--- config.mk ---
export PLATFORM = sky130hd
export DESIGN_NAME = uart_cmd_parser
export DESIGN_NICKNAME = d
export VERILOG_FILES = /design/src/rtl/uart_cmd_parser.sv
export SDC_FILE = /design/constraint.sdc
export NUM_CORES = 1
export LEC_CHECK = 0
export ABC_AREA = 1
export CORE_MARGIN = 2
export CORE_UTILIZATION = 63
export DETAILED_ROUTE_END_ITERATION = 12
export PLACE_DENSITY_LB_ADDON = 0.05
export SYNTH_ARGS = -nofsm -noshare
export SYNTH_HDL_FRONTEND = slang
export SYNTH_SLANG_ARGS = --single-unit
--- constraint.sdc ---
create_clock -name osc_clk -period 5.1 [get_ports osc_clk]
set_input_delay 0.765 -clock osc_clk [delete_from_list [all_inputs] [get_ports osc_clk]]
set_output_delay 0.765 -clock osc_clk [all_outputs]
set_load 0.02 [all_outputs]
--- src/rtl/uart_cmd_parser.sv ---
`default_nettype none
// ============================================================================
// uart_cmd_parser: decodes <letter><digits><CR|LF> UART commands into a letter + 32-bit value
// Revision: 1.0
// ============================================================================
module uart_cmd_parser #(
    parameter int MAX_DIGITS = 10
) (
    input  logic        osc_clk,
    input  logic        i_Rst_n,
    input  logic        i_Rx_DV,
    input  logic [7:0]  i_Rx_Byte,
    output logic        o_Cmd_DV,
    output logic [7:0]  o_Cmd,
    output logic [31:0] o_Value,
    output logic        o_Err,
    output logic        o_Busy
);

    localparam int                 c_CNT_W   = $clog2(MAX_DIGITS + 1);
    localparam logic [c_CNT_W-1:0] c_MAX_CNT = c_CNT_W'(MAX_DIGITS);

    typedef enum logic [1:0] {
        ST_IDLE    = 2'd0,
        ST_DIGITS  = 2'd1,
        ST_DISCARD = 2'd2
    } state_t;

    state_t             r_state;
    state_t             w_state_nxt;
    logic               r_s1, r_s2, r_s3;
    logic [7:0]         r_byte_d1;
    logic [7:0]         r_byte;
    logic [31:0]        r_acc;
    logic [31:0]        w_acc_nxt;
    logic [c_CNT_W-1:0] r_cnt;
    logic [c_CNT_W-1:0] w_cnt_nxt;
    logic [7:0]         r_letter;
    logic [7:0]         w_letter_nxt;
    logic               w_cmd_dv_nxt;
    logic               w_err_nxt;
    logic [7:0]         w_cmd_nxt;
    logic [31:0]        w_value_nxt;

    logic               w_byte_stb;
    logic               w_is_letter;
    logic               w_is_digit;
    logic               w_is_term;
    logic               w_is_esc;
    logic [35:0]        w_acc_mul;

    // The byte pipeline tracks the DV synchronizer so the byte used at the
    // strobe is the one sampled while DV was seen high.
    assign w_byte_stb  = r_s2 & ~r_s3;
    assign w_is_letter = ((r_byte >= 8'h41) && (r_byte <= 8'h5A)) ||
                         ((r_byte >= 8'h61) && (r_byte <= 8'h7A));
    assign w_is_digit  = (r_byte >= 8'h30) && (r_byte <= 8'h39);
    assign w_is_term   = (r_byte == 8'h0D) || (r_byte == 8'h0A);
    assign w_is_esc    = (r_byte == 8'h1B);
    assign w_acc_mul   = ({4'd0, r_acc} * 36'd10) + {32'd0, r_byte[3:0]};
    assign o_Busy      = (r_state != ST_IDLE);

    always_ff @(posedge osc_clk or negedge i_Rst_n) begin
        if (!i_Rst_n) begin
            r_state <= ST_IDLE;
        end else begin
            r_state <= w_state_nxt;
        end
    end

    always_ff @(posedge osc_clk or negedge i_Rst_n) begin
        if (!i_Rst_n) begin
            r_s1      <= 1'b0;
            r_s2      <= 1'b0;
            r_s3      <= 1'b0;
            r_byte_d1 <= 8'h00;
            r_byte    <= 8'h00;
            r_acc     <= 32'h0;
            r_cnt     <= '0;
            r_letter  <= 8'h00;
            o_Cmd_DV  <= 1'b0;
            o_Err     <= 1'b0;
            o_Cmd     <= 8'h00;
            o_Value   <= 32'h0;
        end else begin
            r_s1      <= i_Rx_DV;
            r_s2      <= r_s1;
            r_s3      <= r_s2;
            r_byte_d1 <= i_Rx_Byte;
            r_byte    <= r_byte_d1;
            r_acc     <= w_acc_nxt;
            r_cnt     <= w_cnt_nxt;
            r_letter  <= w_letter_nxt;
            o_Cmd_DV  <= w_cmd_dv_nxt;
            o_Err     <= w_err_nxt;
            o_Cmd     <= w_cmd_nxt;
            o_Value   <= w_value_nxt;
        end
    end

    always_comb begin
        w_state_nxt  = r_state;
        w_acc_nxt    = r_acc;
        w_cnt_nxt    = r_cnt;
        w_letter_nxt = r_letter;
        w_cmd_dv_nxt = 1'b0;
        w_err_nxt    = 1'b0;
        w_cmd_nxt    = o_Cmd;
        w_value_nxt  = o_Value;

        if (w_byte_stb) begin
            if (w_is_esc) begin
                w_state_nxt = ST_IDLE;
            end else begin
                case (r_state)
                    ST_IDLE: begin
                        if (w_is_letter) begin
                            w_letter_nxt = r_byte & 8'hDF;
                            w_acc_nxt    = 32'h0;
                            w_cnt_nxt    = '0;
                            w_state_nxt  = ST_DIGITS;
                        end
                    end
                    ST_DIGITS: begin
                        if (w_is_digit) begin
                            if (r_cnt >= c_MAX_CNT) begin
                                w_err_nxt   = 1'b1;
                                w_state_nxt = ST_DISCARD;
                            end else begin
                                w_acc_nxt = w_acc_mul[31:0];
                                w_cnt_nxt = r_cnt + c_CNT_W'(1);
                                if (w_acc_mul[35:32] != 4'd0) begin
                                    w_err_nxt   = 1'b1;
                                    w_state_nxt = ST_DISCARD;
                                end
                            end
                        end else if (w_is_term) begin
                            if (r_cnt != '0) begin
                                w_cmd_nxt    = r_letter;
                                w_value_nxt  = r_acc;
                                w_cmd_dv_nxt = 1'b1;
                            end else begin
                                w_err_nxt = 1'b1;
                            end
                            w_state_nxt = ST_IDLE;
                        end else begin
                            w_err_nxt   = 1'b1;
                            w_state_nxt = ST_DISCARD;
                        end
                    end
                    ST_DISCARD: begin
                        if (w_is_term) begin
                            w_state_nxt = ST_IDLE;
                        end
                    end
                    default: begin
                        w_state_nxt = ST_IDLE;
                    end
                endcase
            end
        end
    end

endmodule
`default_nettype wire

==> results of run 1 <==
[path summary, 6_finish.rpt]
kind | from | to
max | r_acc[1] | o_Err
min | r_byte_d1[3] | r_byte[3]
max reg2reg | r_acc[1] | o_Err
min reg2reg | r_byte_d1[3] | r_byte[3]
max in group asynchronous | i_Rst_n | o_Value[9]
min in group asynchronous | i_Rst_n | r_acc[30]
[cell usage in the layout (no fill, tap or decap), types with 2 or more instances in the layout]
cell type / synthesis / routed
a31oi_1: 4 / 4
nor3_4: 2 / 2
a32o_1: 5 / 5
nand4_1: 16 / 16
nor2_2: 13 / 13
dfrtp_1: 105 / 105
clkinv_2: 0 / 2
nor3_2: 3 / 3
nand3b_1: 3 / 3
a21oi_1: 26 / 26
xor2_1: 2 / 2
o21ai_0: 55 / 55
and2_1: 2 / 2
clkinv_1: 1 / 2
o211ai_1: 3 / 3
clkbuf_16: 0 / 9
nand2_2: 18 / 18
clkdlybuf4s50_1: 0 / 51
nand2_1: 390 / 390
o21ai_1: 2 / 2
nand3_1: 68 / 68
o22ai_1: 11 / 11
ha_1: 66 / 66
o21bai_1: 2 / 2
clkinvlp_4: 0 / 2
nor2_1: 85 / 85
fa_1: 2 / 2
inv_1: 179 / 178
inv_2: 18 / 18
buf_4: 1 / 4
o31ai_1: 4 / 4
nor3_1: 14 / 14
nor2_4: 6 / 6
or2_2: 2 / 2
nand3_2: 12 / 12
[cell families after synthesis]
kind of cell / count (synthesis) / synth area share
xor gates and xnor gates: 3 / 0.00333
buffers and inverters: 214 / 0.103
other: 1 / 0.000476
AOI/OAI and AO/OA: 120 / 0.0887
DFF: 105 / 0.333
adders and majority gates: 68 / 0.110
and+or+nand+nor: 640 / 0.361
[power breakdown]
group | switching, mW | total (mW) | leakage, nW | internal, mW
Clock | 0.297 | 0.641 | 0.135 | 0.345
Combinational | 0.647 | 0.967 | 3.19 | 0.320
Sequential | 0.107 | 1.03 | 1.40 | 0.924
[Yosys cell counts, types with 2 or more instances]
cell,number,area (um2)
ha_1,66,826
o211ai_1,3,22.5
nor2_2,13,81.3
inv_1,179,672
nor3_1,14,70.1
clkbuf_1,12,45.0
dfrtp_1,105,2630
o21ai_1,2,10.0
a31oi_1,4,25.0
o21bai_1,2,15.0
nor2_1,85,319
nor3_4,2,32.5
nand3_1,68,340
a21oi_1,26,130
nand3b_1,3,22.5
xor2_1,2,17.5
or2_2,2,12.5
nand3_2,12,120
inv_2,18,67.6
o22ai_1,11,68.8
o31ai_1,4,30.0
fa_1,2,40.0
nand2_1,390,1460
a32o_1,5,50.1
nand4_1,16,100
nor2_4,6,67.6
o21ai_0,55,275
and2_1,2,12.5
nand2_2,18,113
nor3_2,3,30.0
[layer usage]
layer / share of wire / global-route usage / up-vias
li1: - / - / 3748
met1: 0.43 / 0.438 / 3463
met2: 0.47 / 0.521 / 296
met3: 0.067 / 0.0533 / 62
met4: 0.040 / 0.129 / 0
met5: 0 / 0 / -
[per-stage QoR]
step	power [mW]	hold slack, ps
2_1_floorplan	1.71	331
3_3_place_gp	1.95	332
3_5_place_dp	1.97	337
4_1_cts	2.63	353
5_1_grt	2.79	358
6_report	2.64	350
[final cells by class]
type	count	area, um2	area share
clock buffers	10	239	0.0270
clock inverters	6	42.5	0.00481
inverters	198	743	0.0840
multi-input cells	832	4450	0.503
flip-flops and latches	105	2630	0.297
well taps	168	210	0.0237
repair buffers	55	541	0.0611
[sequential cells by signal, indices dropped and copies added (netlist names)]
register,count
r_byte_d1,8
r_byte,8
o_Cmd,7
r_s2,1
o_Err,1
r_state,2
r_acc,32
r_s3,1
r_cnt,4
o_Cmd_DV,1
r_s1,1
r_letter,7
o_Value,32
==> qor.yml, run 1 <==
run_status:
  outcome: "finished, final reports clean"
sta:
  period_share: 0.705
  fmax_ghz: 0.278
  rsz0062_at_grt: "false"
  hold_viol: 0
  finalWorstSetupSlack_ps: 1510
  slew-limit-headroom: 0.291
  tightestPinTransition_ps: 1060
  finalCriticalPeriod_ps: 3590
  skew_ps: 4.91
  setup_tns_ps: 0
  drv_slew: 0
  setup_viol: 0
synthesis:
  synth-main-ff-cell: "dfrtp_1"
  synth_nets: 1230
  synth_edf_count: 0
  syn_area_um2: 7890
  synth_area_per_cell_um2: 6.85
  seq_area_frac_synth: 0.333
  ys_warn_count: 0
  netlist_instances: 1151
  synth_cell_types: 51
  async_reset_ff_frac: 1.00
  synth_seq_cells: 105
critical_path:
  worst_path_max_delay_cell: "fa_1"
  arrival_ps: 3820
  cp-end-kind: "register"
  rr_worst_depth: 19
  crit_family: "simple AND/OR/NAND/NOR gates"
  path_cells: "ha_1, ha_1, fa_1, nand2_1, nor2_1, nand2_1, nand2_1, nand2_1, nor2_4, nand3_4, nor3_2, nand2_2, nor2_4, nand3_2, nor2_1, nor2_1, nor2_2, nand2_1, nor3b_2"
  cp.depth: 19
  path_max_fanout: 4
  cp.required_ps: 5320
  r2r_slack_ps: 1510
  path_buf_inv: 0
  path_common_cell: "nand2_1"
  start_kind: "register"
  slowest_delay_ps: 560
  crit_type: "reg -> reg"
grt:
  grt_overflow: 0
  grt_start_max_net_pins: 75
  gr-usage-all-layers: 0.323
  grt_first_pass_wirelength_mm: 33.6
  grt_antenna_before_repair: 0
  grt_pass1_vias: 6908
place:
  numPlacedInstances: 1358
  io_buffers: 52
  dp_hpwl_mm: 16.5
  place_ws_ps: 1630
  postPlaceCellArea_um2: 8570
  gp_congestion: 1.03
finish:
  final_nets: 1280
  area_delta_synth_final_pct: 12.2
  stdcell_count: 1374
  diodes: 0
  stdcell_area_um2: 8850
  fin_util: 0.731
  drive_gt1_frac: 0.0837
  fillCellCount: 1051
cts:
  ctsResizeCount: 0
  h-tree-depth: 3
  cts.hold.buffers_added: 0
  cts_setup_buffers: 0
  clock_sinks: 105
  root_buffer: "clkbuf_16"
  cts_tree: "done"
  clk_pin_slew_ps: 70
  clockBufferDepth: 2
  cts_buffers: 9
  clock_latency_ps: 340
drt:
  drt-initial-drc-count: 574
  viasPerCell: 5.51
  wl_per_cell_um: 15.2
  vias: 7569
  drc: 0
  firstDrtPassIters: 5
  wl_mm: 20.8
  postRouteAntennaNets: 0
power:
  power.leakage_nw: 4.72
  power_density_nw_per_um2: 298
  vdd_ir_drop_max_v: 0.000254
die:
  chipHeight_um: 116
  die_x_um: 116
  rows: 40
  initial_core_util: 0.651
  num_io_pins: 54
  dieArea_um2: 13400
  fp.coreArea_um2: 12100
run:
  maxCapViolCount: 0
worst_hold_path:
  min_path_cells: 0
  hold_class: "reg -> reg"
Note: power is estimated with default switching activity, not from simulation.
==> inputs of run 2 (changes only) <==
--- a/config.mk
+++ b/config.mk
@@ -7,7 +7,7 @@
 export LEC_CHECK = 0
 export ABC_AREA = 1
 export CORE_MARGIN = 2
-export CORE_UTILIZATION = 63
+export CORE_UTILIZATION = 60
 export DETAILED_ROUTE_END_ITERATION = 12
 export PLACE_DENSITY_LB_ADDON = 0.05
 export SYNTH_ARGS = -nofsm -noshare
==> constraint.sdc (replaced) <==
create_clock -name osc_clk -period 3.45 [get_ports osc_clk]
set_input_delay 0.5175 -clock osc_clk [delete_from_list [all_inputs] [get_ports osc_clk]]
set_output_delay 0.5175 -clock osc_clk [all_outputs]
set_load 0.02 [all_outputs]
==> run 2 against run 1 <==
Sequential share of layout area fell by 1.1 points; wire length barely moved; non-clock buffer count rose by 15; hold slack got worse by 83 ps; flip-flop and latch count did not move; die area rose by 4.8%; worst setup slack got worse by 1400 ps; critical endpoint unchanged; cell count rose by 1.3%; largest cell class unchanged.
==> qor.yml, run 2 (synthesis results as in run 1) <==
sta:
  finalWorstSetupSlack_ps: 66.8  # -1440 ps
  skew_ps: 4.86  # -0.0490 ps
  slew-limit-headroom: 0.427  # +0.136
  tightestPinTransition_ps: 854  # -206 ps
  fmax_ghz: 0.296  # +6.3%
  whs_ps: 268  # -82.8 ps
  finalCriticalPeriod_ps: 3380  # -211 ps
  hold_viol: 0  # unchanged
  period_share: 0.981  # +0.276
  rsz0062_at_grt: "true"
  setup_viol: 0  # unchanged
  drv_slew: 0  # unchanged
critical_path:
  start_kind: "register"
  r2r_slack_ps: 70  # -1440 ps
  reg2reg_to: "o_Err"
  rr_worst_depth: 19  # unchanged
  path_max_fanout: 4  # unchanged
  crit_type: "reg -> reg"
  r2r-start: "r_acc[3]"
  arrival_ps: 3610  # -210 ps
  cp-end-kind: "register"
  cp.required_ps: 3680  # -1640 ps
finish:
  area_delta_synth_final_pct: 16.8
  stdcell_area_um2: 9210  # +4.0%
  drive_gt1_frac: 0.136  # +0.0523
  diodes: 0  # unchanged
  fillCellCount: 1111  # +5.7%
  final_common_cell: "nand2_1"
  largest_registers: "o_Value x32, r_acc x32"
  mostFrequentLayoutCells: "nand2_1 (378), inv_1 (178), dfrtp_1 (103)"
  final_nets: 1295  # +1.2%
grt:
  grt_antenna_before_repair: 0  # unchanged
  grt_start_max_net_pins: 69  # -8.0%
  grt_pass1_vias: 7037  # +1.9%
  gr-usage-all-layers: 0.305  # -0.0178
  grt_first_pass_wirelength_mm: 34.3  # +2.0%
  grt_overflow: 0  # unchanged
drt:
  vias: 7499  # -0.92%
  drt-initial-drc-count: 527  # -8.2%
  wl_per_cell_um: 15.0  # -1.3%
  drc: 0  # unchanged
  viasPerCell: 5.39  # -2.2%
  firstDrtPassIters: 6  # +1
  postRouteAntennaNets: 0  # unchanged
  wl_mm: 20.8  # about the same
cts:
  cts.hold.buffers_added: 0  # unchanged
  clk_pin_slew_ps: 70  # about the same
  clock_sinks: 105  # unchanged
  cts_buffers: 9  # unchanged
  clock_latency_ps: 340  # about the same
  clockBufferDepth: 2  # unchanged
  root_buffer: "clkbuf_16"
  h-tree-depth: 3  # unchanged
  cts_tree: "done"
place:
  dp_hpwl_mm: 16.4  # about the same
  gp_congestion: 0.926  # -9.8%
  place_ws_ps: 69.7  # -1560 ps
  postPlaceCellArea_um2: 8640  # +0.77%
  io_buffers: 52  # unchanged
die:
  chipHeight_um: 119  # +2.4%
  initial_core_util: 0.620  # -0.0313
  dieArea_um2: 14100  # +4.8%
  fp.coreArea_um2: 12700  # +5.0%
  num_io_pins: 54  # unchanged
  die_x_um: 119  # +2.4%
  rows: 41  # +2.5%
power:
  vdd_ir_drop_max_v: 0.000405  # +59%
  power_density_nw_per_um2: 447  # +50%
  p_total_mw: 4.12  # +56%
  power.leakage_nw: 4.80  # +1.5%
run_status:
  outcome: "finished, final reports clean"
run:
  maxCapViolCount: 0  # unchanged
worst_hold_path:
  hold_class: "in -> async"
run 2: power by group:
part | internal (mW) | switching (mW) | total, mW
registers | 1.37 | 0.162 | 1.53
clock network | 0.583 | 0.440 | 1.02
logic | 0.578 | 0.988 | 1.57
total | 2.53 | 1.59 | 4.12
run 2: layout make-up:
class | instances | area (um2) | share of cell area
sequential | 105 | 2630 | 0.286
clock buffer | 10 | 239 | 0.0260
clock inverter | 5 | 62.6 | 0.00679
inverter | 198 | 743 | 0.0807
multi-input combinational | 832 | 4670 | 0.507
tap | 172 | 215 | 0.0234
timing repair buffer | 70 | 653 | 0.0709
run 2: what timing repair did:
| action | in CTS | in global routing |
|---|---|---|
| gates resized for setup | 0 | 60 |
| endpoints found under the setup margin | 0 | 9 |
| setup buffers | 0 | 6 |
run 2: worst max-delay path by stage:
stage / slack (ps) / cells after the start / startpoint / endpoint
floorplan: 350 / 19 / r_acc[1] / o_Err
global placement: 160 / 20 / r_acc[1] / o_Err
detailed placement: 70 / 19 / r_acc[1] / r_state[1]
CTS: 30 / 19 / r_acc[1] / r_state[1]
global route: -160 / 21 / r_acc[3] / r_state[1]
finish: 70 / 19 / r_acc[3] / o_Err
run 2: stage by stage:
stage	setup TNS [ps]	utilization	instances
after global routing	-387	0.724	1392
final	0	0.724	1392
after floorplan	0	-	1151
after detailed placement	0	0.679	1371
after global placement	0	0.679	1371
after CTS	0	0.703	1386
run 2: critical path, stage by stage, from the launching register on:
cell and delay, ps:
dfrtp_2 450, ha_4 260, ha_4 160, fa_2 590, nand2_2 60, nor2_1 80
nand2_1 90, nand2_1 120, nand2_2 90, nor2_4 170, nand3_4 120, nor3_4 180
nand3_2 160, nor2_4 180, nand2_1 70, nand2_1 80, nand3_2 60, nor2_2 120
nand2_1 70, nor3b_2 150
run 2: layer usage:
layer	vias to the layer above	part of all wire	GRT usage
met3	46	0.056	0.0468
met5	-	0	0
li1	3778	-	-
met4	0	0.036	0.107
met2	241	0.47	0.506
met1	3434	0.44	0.407
==> inputs of run 3 (changes only) <==
--- a/config.mk
+++ b/config.mk
@@ -7,8 +7,9 @@
 export LEC_CHECK = 0
 export ABC_AREA = 1
 export CORE_MARGIN = 2
-export CORE_UTILIZATION = 60
+export CORE_UTILIZATION = 63
 export DETAILED_ROUTE_END_ITERATION = 12
+export DONT_BUFFER_PORTS = 1
 export PLACE_DENSITY_LB_ADDON = 0.05
 export SYNTH_ARGS = -nofsm -noshare
 export SYNTH_HDL_FRONTEND = slang
==> run 3 against run 2 <==
Sequential power barely moved; count of clock-buffer cells in the layout grew 1; global-route usage increased by 0.66 points; register-to-register slack gained 90 ps; clock skew rose by 2.4 ps; sequential share of layout area is 1.7 points higher; via count decreased by 2.6%; largest power group is now sequential cells.
==> qor.yml, run 3 (synthesis results as in run 1) <==
drt:
  postRouteAntennaNets: 0  # unchanged
  wl_mm: 20.5  # -1.6%
  wl_per_cell_um: 15.3  # +2.5%
  vias: 7306  # -2.6%
  drt-initial-drc-count: 551  # +4.6%
  drc: 0  # unchanged
  firstDrtPassIters: 5  # -1
  viasPerCell: 5.47  # +1.5%
finish:
  area_delta_synth_final_pct: 10.1
  fillCellCount: 1050  # -5.5%
  final_common_cell: "nand2_1"
  mostFrequentLayoutCells: "nand2_1 (378), inv_1 (178), dfrtp_1 (102)"
  drive_gt1_frac: 0.135  # -0.000792
  final_nets: 1242  # -4.1%
  largest_registers: "o_Value x32, r_acc x32"
  stdcell_area_um2: 8680  # -5.7%
  diodes: 0  # unchanged
  stdcell_count: 1336  # -4.0%
die:
  die_x_um: 116  # -2.3%
  rows: 40  # -2.4%
  initial_core_util: 0.651  # +0.0313
  dieArea_um2: 13400  # -4.6%
  chipHeight_um: 116  # -2.3%
  fp.coreArea_um2: 12100  # -4.8%
  num_io_pins: 54  # unchanged
sta:
  hold_viol: 0  # unchanged
  period_share: 0.954  # -0.0271
  fmax_ghz: 0.304  # +2.8%
  finalCriticalPeriod_ps: 3290  # -93.5 ps
  finalWorstSetupSlack_ps: 160  # +93.5 ps
  tightestPinTransition_ps: 962  # +108 ps
  skew_ps: 7.24  # +2.38 ps
  setup_viol: 0  # unchanged
  slew-limit-headroom: 0.358  # -0.0696
  rsz0062_at_grt: "true"
  drv_slew: 0  # unchanged
  whs_ps: 94.3  # -173 ps
run:
  maxCapViolCount: 0  # unchanged
cts:
  clk_pin_slew_ps: 70  # about the same
  clock_latency_ps: 340  # about the same
  h-tree-depth: 3  # unchanged
  clockBufferDepth: 2  # unchanged
  cts_tree: "done"
  clock_sinks: 105  # unchanged
  cts_buffers: 9  # unchanged
  root_buffer: "clkbuf_16"
critical_path:
  cp-end-kind: "register"
  path_max_fanout: 4  # unchanged
  slowest_delay_ps: 590  # about the same
  worst_path_max_delay_cell: "fa_2"
  path_cells: "ha_4, ha_4, fa_2, nand2_2, nor2_1, nand2_1, nand2_1, nand2_2, nor2_4, nand3_4, nor3_4, nand2_2, nor2_4, nand3_2, nor2_2, nor2_2, nor2_2, nand2_1, nor3b_2"
  cp.required_ps: 3670  # about the same
  start_kind: "register"
  crit_type: "reg -> reg"
  rr_worst_depth: 19  # unchanged
  arrival_ps: 3510  # -100 ps
worst_hold_path:
  hold_class: "in -> async"
place:
  place_ws_ps: 74.3  # +4.64 ps
  io_buffers: 0  # -100%
  gp_congestion: 0.949  # +2.5%
  postPlaceCellArea_um2: 8090  # -6.3%
  numPlacedInstances: 1312  # -4.3%
  dp_hpwl_mm: 16.0  # -2.4%
power:
  vdd_ir_drop_max_v: 0.000402  # -0.73%
  power.leakage_nw: 4.62  # -3.7%
  power_density_nw_per_um2: 465  # +4.0%
grt:
  grt_overflow: 0  # unchanged
  grt_first_pass_wirelength_mm: 32.5  # -5.3%
  grt_pass1_vias: 6710  # -4.6%
  gr-usage-all-layers: 0.312  # +0.00664
  grt_antenna_before_repair: 0  # unchanged
  grt_start_max_net_pins: 106  # +54%
run_status:
  outcome: "finished, final reports clean"
-- run 3: cell count changes in the layout (fill, tap and decap cells not counted), moves of 2 or more --
cell             change
buf_4                -3
clkbuf_1             +2
clkdlybuf4s50_1     -51
ha_1                 +4
ha_2                 -4
nand3_1              +2
nand3_2              -2
nor2_1               +2
nor2_2               -4
nor2_4               +2
-- run 3: layout make-up --
cell class | instances | area, um2 | area share
Timing Repair Buffer | 17 | 148 | 0.0170
Tap cell | 168 | 210 | 0.0242
Inverter | 198 | 743 | 0.0856
Clock buffer | 11 | 233 | 0.0268
Clock inverter | 5 | 62.6 | 0.00721
Sequential cell | 105 | 2630 | 0.303
Multi-Input combinational cell | 832 | 4650 | 0.536
-- run 3: what timing repair did --
item                                   4_1_cts  5_1_grt
setup endpoints to repair                    0        9
buffers inserted                             0        7
hold buffers                                 1        0
endpoints found under the hold margin      105        0
gates resized for setup                      0       57
-- run 3: final timing paths --
| kind | from | end | slack (ps) |
|---|---|---|---|
| setup reg to reg | r_acc[1] | o_Err | 160 |
| max in group asynchronous | i_Rst_n | r_acc[1] | 2920 |
| hold reg to reg | r_s1 | r_s2 | 350 |
| setup / recovery | r_acc[1] | o_Err | 160 |
| hold / removal | i_Rst_n | r_acc[22] | 90 |
| min in group osc_clk | i_Rx_Byte[0] | r_byte_d1[0] | 200 |
-- run 3: worst max-delay path: cells and delay by family (launching register included) --
family	cells	cell delay, ps
AND/OR/NAND/NOR	16	1730
flip-flops	1	440
adder cells (fa/ha/maj)	3	1000
-- run 3: metrics by stage --
step / power [mW] / TNS (ps) / util
3_3_place_gp: 2.83 / 0 / 0.668
6_report: 4.04 / 0 / 0.717
3_5_place_dp: 2.86 / 0 / 0.668
2_1_floorplan: 2.52 / 0 / -
5_1_grt: 4.29 / -148 / 0.717
4_1_cts: 3.89 / 0 / 0.695
-- run 3: where the power goes --
part           internal, mW  total [mW]  switching, mW
Sequential             1.37        1.52          0.155
Combinational         0.534        1.51          0.977
Clock                 0.568        1.00          0.436
Total                  2.47        4.04           1.57
-- run 3: metal layers --
| metal | wire length, um | GRT usage |
|---|---|---|
| met5 | 0 | 0 |
| met4 | 860 | 0.140 |
| met3 | 1200 | 0.0528 |
| met2 | 9340 | 0.503 |
| met1 | 9100 | 0.414 |
